## src/rtl/restador_8bits_if.sv

```systemverilog
`default_nettype none
// ============================================================================
// restador_8bits_if : command/status bundle of the 8-bit registered subtractor
// Rev 1.0
// ============================================================================
interface restador_8bits_if #(
    parameter int WIDTH = 8
);
    logic             enable;
    logic             load;
    logic [WIDTH-1:0] load_val;
    logic [WIDTH-1:0] step;
    logic             sat_mode;
    logic             clear_halt;
    logic [WIDTH-1:0] d;
    logic             bout;
    logic             zero;
    logic             busy;
    logic             halted;

    modport master (
        output enable, load, load_val, step, sat_mode, clear_halt,
        input  d, bout, zero, busy, halted
    );

    modport slave (
        input  enable, load, load_val, step, sat_mode, clear_halt,
        output d, bout, zero, busy, halted
    );
endinterface
`default_nettype wire

```

## src/rtl/restador_8bits.sv

```systemverilog
`default_nettype none
// ============================================================================
// restador_8bits : registered down-counter/subtractor, wrap or saturating halt
// Rev 1.0
// ============================================================================
module restador_8bits #(
    parameter int               WIDTH       = 8,
    parameter logic [WIDTH-1:0] RESET_VALUE = 8'hFF
) (
    input  wire logic          clk,
    input  wire logic          rst_n,
    restador_8bits_if.slave    bus
);
    localparam logic [1:0] c_IDLE = 2'd0;
    localparam logic [1:0] c_RUN  = 2'd1;
    localparam logic [1:0] c_HALT = 2'd2;

    logic [1:0]       r_state;
    logic [WIDTH-1:0] r_d;
    logic             r_bout;
    logic             r_zero;

    logic [1:0]       w_state_nxt;
    logic [WIDTH-1:0] w_d_nxt;
    logic             w_bout_nxt;
    logic [WIDTH:0]   w_diff;
    logic             w_borrow;

    // Extra MSB of the widened difference is the borrow (step > d).
    assign w_diff   = {1'b0, r_d} - {1'b0, bus.step};
    assign w_borrow = w_diff[WIDTH];

    always_comb begin
        w_state_nxt = r_state;
        w_d_nxt     = r_d;
        w_bout_nxt  = 1'b0;
        if (bus.load) begin
            w_d_nxt     = bus.load_val;
            w_state_nxt = c_IDLE;
        end else if (r_state == c_HALT) begin
            if (bus.clear_halt) begin
                w_state_nxt = c_IDLE;
            end
        end else if (bus.enable) begin
            w_bout_nxt = w_borrow;
            if (w_borrow && bus.sat_mode) begin
                w_d_nxt     = '0;
                w_state_nxt = c_HALT;
            end else begin
                w_d_nxt     = w_diff[WIDTH-1:0];
                w_state_nxt = c_RUN;
            end
        end else begin
            w_state_nxt = c_IDLE;
        end
    end

    always_ff @(posedge clk or negedge rst_n) begin
        if (!rst_n) begin
            r_state <= c_IDLE;
            r_d     <= RESET_VALUE;
            r_bout  <= 1'b0;
            r_zero  <= (RESET_VALUE == '0);
        end else begin
            r_state <= w_state_nxt;
            r_d     <= w_d_nxt;
            r_bout  <= w_bout_nxt;
            r_zero  <= (w_d_nxt == '0);
        end
    end

    assign bus.d      = r_d;
    assign bus.bout   = r_bout;
    assign bus.zero   = r_zero;
    assign bus.busy   = (r_state == c_RUN);
    assign bus.halted = (r_state == c_HALT);
endmodule
`default_nettype wire

```

## src/flat_wrapper.sv

```systemverilog
// flat-port wrapper written by rule: the top's interface ports become plain ports
module restador_8bits_flat 
#(
    parameter int               WIDTH       = 8,
    parameter logic [WIDTH-1:0] RESET_VALUE = 8'hFF
)
  (clk, rst_n, bus_enable, bus_load, bus_load_val, bus_step, bus_sat_mode, bus_clear_halt, bus_d, bus_bout, bus_zero, bus_busy, bus_halted);
  restador_8bits_if #(.WIDTH(WIDTH)) bus_i ();
  input  wire logic clk;
  input  wire logic rst_n;
  input wire logic [$bits(bus_i.enable)-1:0] bus_enable;
  input wire logic [$bits(bus_i.load)-1:0] bus_load;
  input wire logic [$bits(bus_i.load_val)-1:0] bus_load_val;
  input wire logic [$bits(bus_i.step)-1:0] bus_step;
  input wire logic [$bits(bus_i.sat_mode)-1:0] bus_sat_mode;
  input wire logic [$bits(bus_i.clear_halt)-1:0] bus_clear_halt;
  output wire logic [$bits(bus_i.d)-1:0] bus_d;
  output wire logic [$bits(bus_i.bout)-1:0] bus_bout;
  output wire logic [$bits(bus_i.zero)-1:0] bus_zero;
  output wire logic [$bits(bus_i.busy)-1:0] bus_busy;
  output wire logic [$bits(bus_i.halted)-1:0] bus_halted;
  assign bus_i.enable = bus_enable;
  assign bus_i.load = bus_load;
  assign bus_i.load_val = bus_load_val;
  assign bus_i.step = bus_step;
  assign bus_i.sat_mode = bus_sat_mode;
  assign bus_i.clear_halt = bus_clear_halt;
  assign bus_d = bus_i.d;
  assign bus_bout = bus_i.bout;
  assign bus_zero = bus_i.zero;
  assign bus_busy = bus_i.busy;
  assign bus_halted = bus_i.halted;
  restador_8bits #(.WIDTH(WIDTH), .RESET_VALUE(RESET_VALUE)) u_core (.clk(clk), .rst_n(rst_n), .bus(bus_i));
endmodule
```

## config.mk

```make
export PLATFORM = sky130hd
export DESIGN_NAME = restador_8bits_flat
export DESIGN_NICKNAME = d
export VERILOG_FILES = /design/src/rtl/restador_8bits_if.sv /design/src/rtl/restador_8bits.sv /design/src/flat_wrapper.sv
export SDC_FILE = /design/constraint.sdc
export NUM_CORES = 1
export LEC_CHECK = 0
export ABC_AREA = 1
export BUFFER_PORTS_ARGS = -buffer_cell sky130_fd_sc_hd__buf_2
export CAP_MARGIN = 20
export CORE_MARGIN = 2
export CORE_UTILIZATION = 45
export CTS_CLUSTER_SIZE = 10
export DETAILED_ROUTE_END_ITERATION = 8
export PLACE_DENSITY = 0.71
export SLEW_MARGIN = 20
export SYNTH_ARGS = -nofsm -noshare
export SYNTH_HDL_FRONTEND = slang
export SYNTH_SLANG_ARGS = --single-unit
```

## constraint.sdc

```tcl
create_clock -name clk -period 7.1 [get_ports clk]
set_clock_uncertainty 0.15 [all_clocks]
set_input_delay 0 -clock clk [delete_from_list [all_inputs] [get_ports clk]]
set_output_delay 0 -clock clk [all_outputs]
set_load 0.01 [all_outputs]
```

* Word level (Yosys, flattened, before mapping)
Index checks and enable logic that the tools add are counted.
Word-level totals: word-level logic and storage cells 22, input port bits 22, register bits 12, output and inout port bits 12
Operators by class: reductions and logical operators 2, $add $sub $neg 1, mux-type cells 12, equality and inequality tests 3
Operators by type and width (count):
- $mux 8 | 4
- $mux 2 | 5
- $sub 8x8->9 | 1
- $logic_not 8->1 | 1
- $mux 1 | 3
- $ne 3x3->1 const B | 1
- $eq 2x1->1 const B | 1
- $eq 2x2->1 const B | 1
- $logic_and 1x1->1 | 1

* Depth between registers and ports, before layout
word-level depth 7, mapped depth 16, mapped depth without buffers 15

* Worst setup path before layout
No wires, ideal clock.
path kind register to register, start register u_core.r_d[0], in the netlist u_core.bus.d[0], end register u_core.r_zero, in the netlist u_core.bus.zero, required time 6.836 ns, path buffers 0, cell stages (with the launch flop) 14, setup time 0.114 ns, period minus slack after synthesis 2.281 ns, setup slack 4.819 ns, data arrival time 2.018 ns, cells stage by stage dfstp_2 -> inv_1 -> ha_1 -> fa_1 -> inv_1 -> nand2_1 -> nand2_1 -> nand3_2 -> nand3_4 -> nand2_2 -> o21ai_1 -> o21ai_1 -> nand3_2 -> nor2_2
On the way: cells in the longest elaborated chain, start to end 7
Ends and longest elaborated chain:
- from (decl) | RTL line restador_8bits.sv:19 | logic [WIDTH-1:0] r_d;
- from (signal assigned) | RTL line restador_8bits.sv:66 | r_d <= w_d_nxt;
- $sub 8x8->9 | RTL line restador_8bits.sv:30 | assign w_diff = {1'b0, r_d} - {1'b0, bus.step};
- $logic_and 1x1->1 | RTL line restador_8bits.sv:46 | if (w_borrow && bus.sat_mode) begin
- $mux 8 | RTL line restador_8bits.sv:46
- $mux 8 | RTL line restador_8bits.sv:44 | end else if (bus.enable) begin
- $mux 8 * | RTL line restador_8bits.sv:40 | end else if (r_state == c_HALT) begin
- $mux 8 * | RTL line restador_8bits.sv:37 | if (bus.load) begin
- $logic_not 8->1 * | RTL line restador_8bits.sv:68 | r_zero <= (w_d_nxt == '0);
- to (signal assigned) | RTL line restador_8bits.sv:63 | r_zero <= (RESET_VALUE == '0);
- to (signal assigned) | RTL line restador_8bits.sv:68
- to (decl) | RTL line restador_8bits.sv:21 | logic r_zero;
Mark *: on every way between the ends. The rest lies on a longest branch, timed or not. A chain may end at the register's enable or synchronous reset.

* Final worst setup path
Ends and elaborated chain as after synthesis.

==> results.sh <==
export IMPL_yosysWarnings=0
export IMPL_viasPerCell=4.984
export IMPL_critPathBufInv=3
export IMPL_crit_type="reg -> reg"
export IMPL_cp_slowest_cell="dfstp_2"
export IMPL_hp_class="in -> reg"
export IMPL_grt_max_degree=12
export IMPL_cts_max_level=1
export IMPL_max_stage_delay_ns=0.55
export IMPL_finalCritPeriodShare=0.4287
export IMPL_drive_gt1_frac=0.3122
export IMPL_grt_pass1_vias=1162
export IMPL_synth_area_leaders="dfstp_2, nand2_1, inv_1"
export IMPL_status="finished clean"
export IMPL_synth_top_area_frac=0.1844
export IMPL_worst_setup_path_start_kind="flip-flop"
export IMPL_cts_tree="done"
export IMPL_finalSetupViolations=0
export IMPL_start_util=0.4686
export IMPL_ys_ff_latch=12
export IMPL_met3_usage=0.03005
export IMPL_grt_ovfl_total=0
export IMPL_p_leak_nw=0.8746
export IMPL_tns_ns=0
export IMPL_postSynthNetCount=200
export IMPL_peakVddDrop_mv=0.1309
export IMPL_cts_setup_buffers=0
export IMPL_cts_resized=0
export IMPL_die_h_um=54.33
export IMPL_finalNetCount=253
export IMPL_cts_buffer_depth=2
export IMPL_die_area_um2=2952
export IMPL_dp_slack_ns=4.630
export IMPL_antenna_found_initial=0
export IMPL_slew_viol_final=0
export IMPL_wl_per_cell_um=11.94
export IMPL_track_usage=0.2273
export IMPL_worst_skew_pair_late_latency_ns=0.28
export IMPL_path_delay_family="buffers and inverters"
export IMPL_row_count=18
export IMPL_synthCells=169
export IMPL_grt_busiest_layer="met2"
export IMPL_grt_pass1_wl_um=4740
export IMPL_yosysSeqAreaShare=0.2722
export IMPL_met1_usage=0.2662
export IMPL_crit_required_ns=7.12
export IMPL_drc=0
export IMPL_dp_hpwl_um=2208
export IMPL_drt_iter0_drc=31
export IMPL_hold_viol=0
export IMPL_ant_nets=0
export IMPL_clkTransAtPathRegs_ns=0.08
export IMPL_drt_first_pass_iters=4
export IMPL_synth_cell_types=28
export IMPL_clockRootBuffer="clkbuf_4"
export IMPL_max_freq_mhz=328.6
export IMPL_timing_hold_ws_ns=0.01269
export IMPL_power_density_nw_per_um2=182.1
export IMPL_fp_dieW_um=54.33
export IMPL_area_growth_pct=34.91
export IMPL_syn_area_um2=1140
export IMPL_n_antenna_cell=0
export IMPL_rrSetupSlack_ns=4.06
export IMPL_cts_buffers_inserted=3
export IMPL_syn_avg_cell_area_um2=6.745
export IMPL_synth_area_leader_cell="dfstp_2"
export IMPL_routabilityCongestion=0.8821
export IMPL_routed_wl_um=2996
export IMPL_cp_cell_sequence="inv_1 > ha_1 > fa_1 > inv_1 > nand2_1 > nand2_1 > nand3_2 > nand3_4 > nand2_2 > o21ai_1 > o21ai_1 > nand3_2 > nor2_2 > dlygate4sd3_1"
export IMPL_drv_cap=0
export IMPL_worst_setup_path_end_kind="flip-flop"
export IMPL_grtUsageMet2=0.3976
export IMPL_port_buffers=33
export IMPL_clock_sinks=12
export IMPL_core_area_um2=2432
export IMPL_timing_slew_headroom=0.7909
export IMPL_worst_pin_slew_ns=0.3133
export IMPL_pin_count=34
export IMPL_setup_ws_ns=4.057
export IMPL_crit_fanout=6
export IMPL_arrival_ns=3.07
export IMPL_vias=1251
export IMPL_grt_setup_unrepaired="no"
export IMPL_min_period_ns=3.043
## power by group
| group | leakage [nW] | internal (mW) | switching [mW] |
|---|---|---|---|
| Sequential | 0.138 | 0.0810 | 0.00683 |
| Combinational | 0.715 | 0.0561 | 0.0799 |
| Clock | 0.0210 | 0.0313 | 0.0250 |
## registers in the layout, indices dropped and copies added (netlist names)
signal           count
u_core.bus.d         8
u_core.r_state       2
u_core.bus.zero      1
u_core.bus.bout      1
## cells in the final DEF (no fill, tap or decap), drive strengths merged, types with 3 or more instances in the layout
cell | netlist | layout
buf | 3 | 33
or2 | 3 | 3
nor2 | 17 | 17
o21ai | 8 | 8
a21oi | 10 | 10
dlygate4sd3 | 0 | 18
ha | 8 | 8
inv | 36 | 36
dfstp | 8 | 8
dfrtp | 4 | 4
nand2 | 51 | 51
nand3 | 12 | 12
clkbuf | 0 | 4
## worst paths after layout
| check | end | from | cells past startpoint |
|---|---|---|---|
| worst max-delay path | u_core.bus.zero$_DFF_PN0_ | u_core.bus.d[0]$_DFF_PN1_ | 14 |
| worst min-delay path | u_core.r_state[0]$_DFFE_PN0P_ | bus_sat_mode | 4 |
| worst max register to register | u_core.bus.zero$_DFF_PN0_ | u_core.bus.d[0]$_DFF_PN1_ | 14 |
| worst min register to register | u_core.bus.d[6]$_DFF_PN1_ | u_core.bus.d[6]$_DFF_PN1_ | 4 |
| max in group asynchronous | u_core.bus.bout$_DFF_PN0_ | rst_n | 3 |
| min in group asynchronous | u_core.bus.d[2]$_DFF_PN1_ | rst_n | 2 |
## cell usage after synthesis (all sizes together)
| cell | n |
|---|---|
| ha | 8 |
| dfstp | 8 |
| o32ai | 1 |
| or2 | 3 |
| xor2 | 1 |
| o21ai | 8 |
| inv | 36 |
| nand2 | 51 |
| a21oi | 10 |
| nor3 | 1 |
| a21boi | 1 |
| nand3 | 12 |
| fa | 1 |
| o21bai | 1 |
| nand4 | 2 |
| buf | 3 |
| dfrtp | 4 |
| nand3b | 1 |
| nor2 | 17 |
## cells by family after synthesis
group	synth area share
flops	0.2722
buf+inv	0.1372
simple gates	0.3611
fa+ha+maj	0.1054
compound gates	0.1164
xor+xnor	0.007685
## per-layer routing
metal | part of all wire | wire length [um] | up-vias
met3 | 0.069 | 208 | 5
met4 | 0.016 | 47 | 0
li1 | - | - | 625
met1 | 0.41 | 1215 | 565
met2 | 0.51 | 1524 | 56
met5 | 0 | 0 | -
## tightest hold or removal path, cell delays in order
cell and delay [ns]:
buf_2 0.11, nand3_4 0.10, nand2_2 0.13, nor2_1 0.06
## layout make-up
cell class	instances	area [um^2]
Clock buffer	4	36.28
Fill cell	223	894.6
Inverter	36	135.1
Multi-Input combinational cell	118	673.1
Sequential cell	12	310.3
Tap cell	30	37.54
Timing Repair Buffer	51	345.3
## per-stage QoR
step | cell area (um^2) | cells | power [mW] | utilization
after floorplan | 1140 | 169 | 0.1803 | -
after global placement | 1321 | 229 | 0.2099 | 0.5432
after detailed placement | 1321 | 229 | 0.2123 | 0.5432
after CTS | 1538 | 251 | 0.2811 | 0.6322
after global routing | 1538 | 251 | 0.3019 | 0.6322
final | 1538 | 251 | 0.2801 | 0.6322
## what timing repair did
item,CTS,global route
hold endpoints to repair,23,0
setup endpoints to repair,0,0
hold buffers,18,0
(Power assumes the default switching activity.)
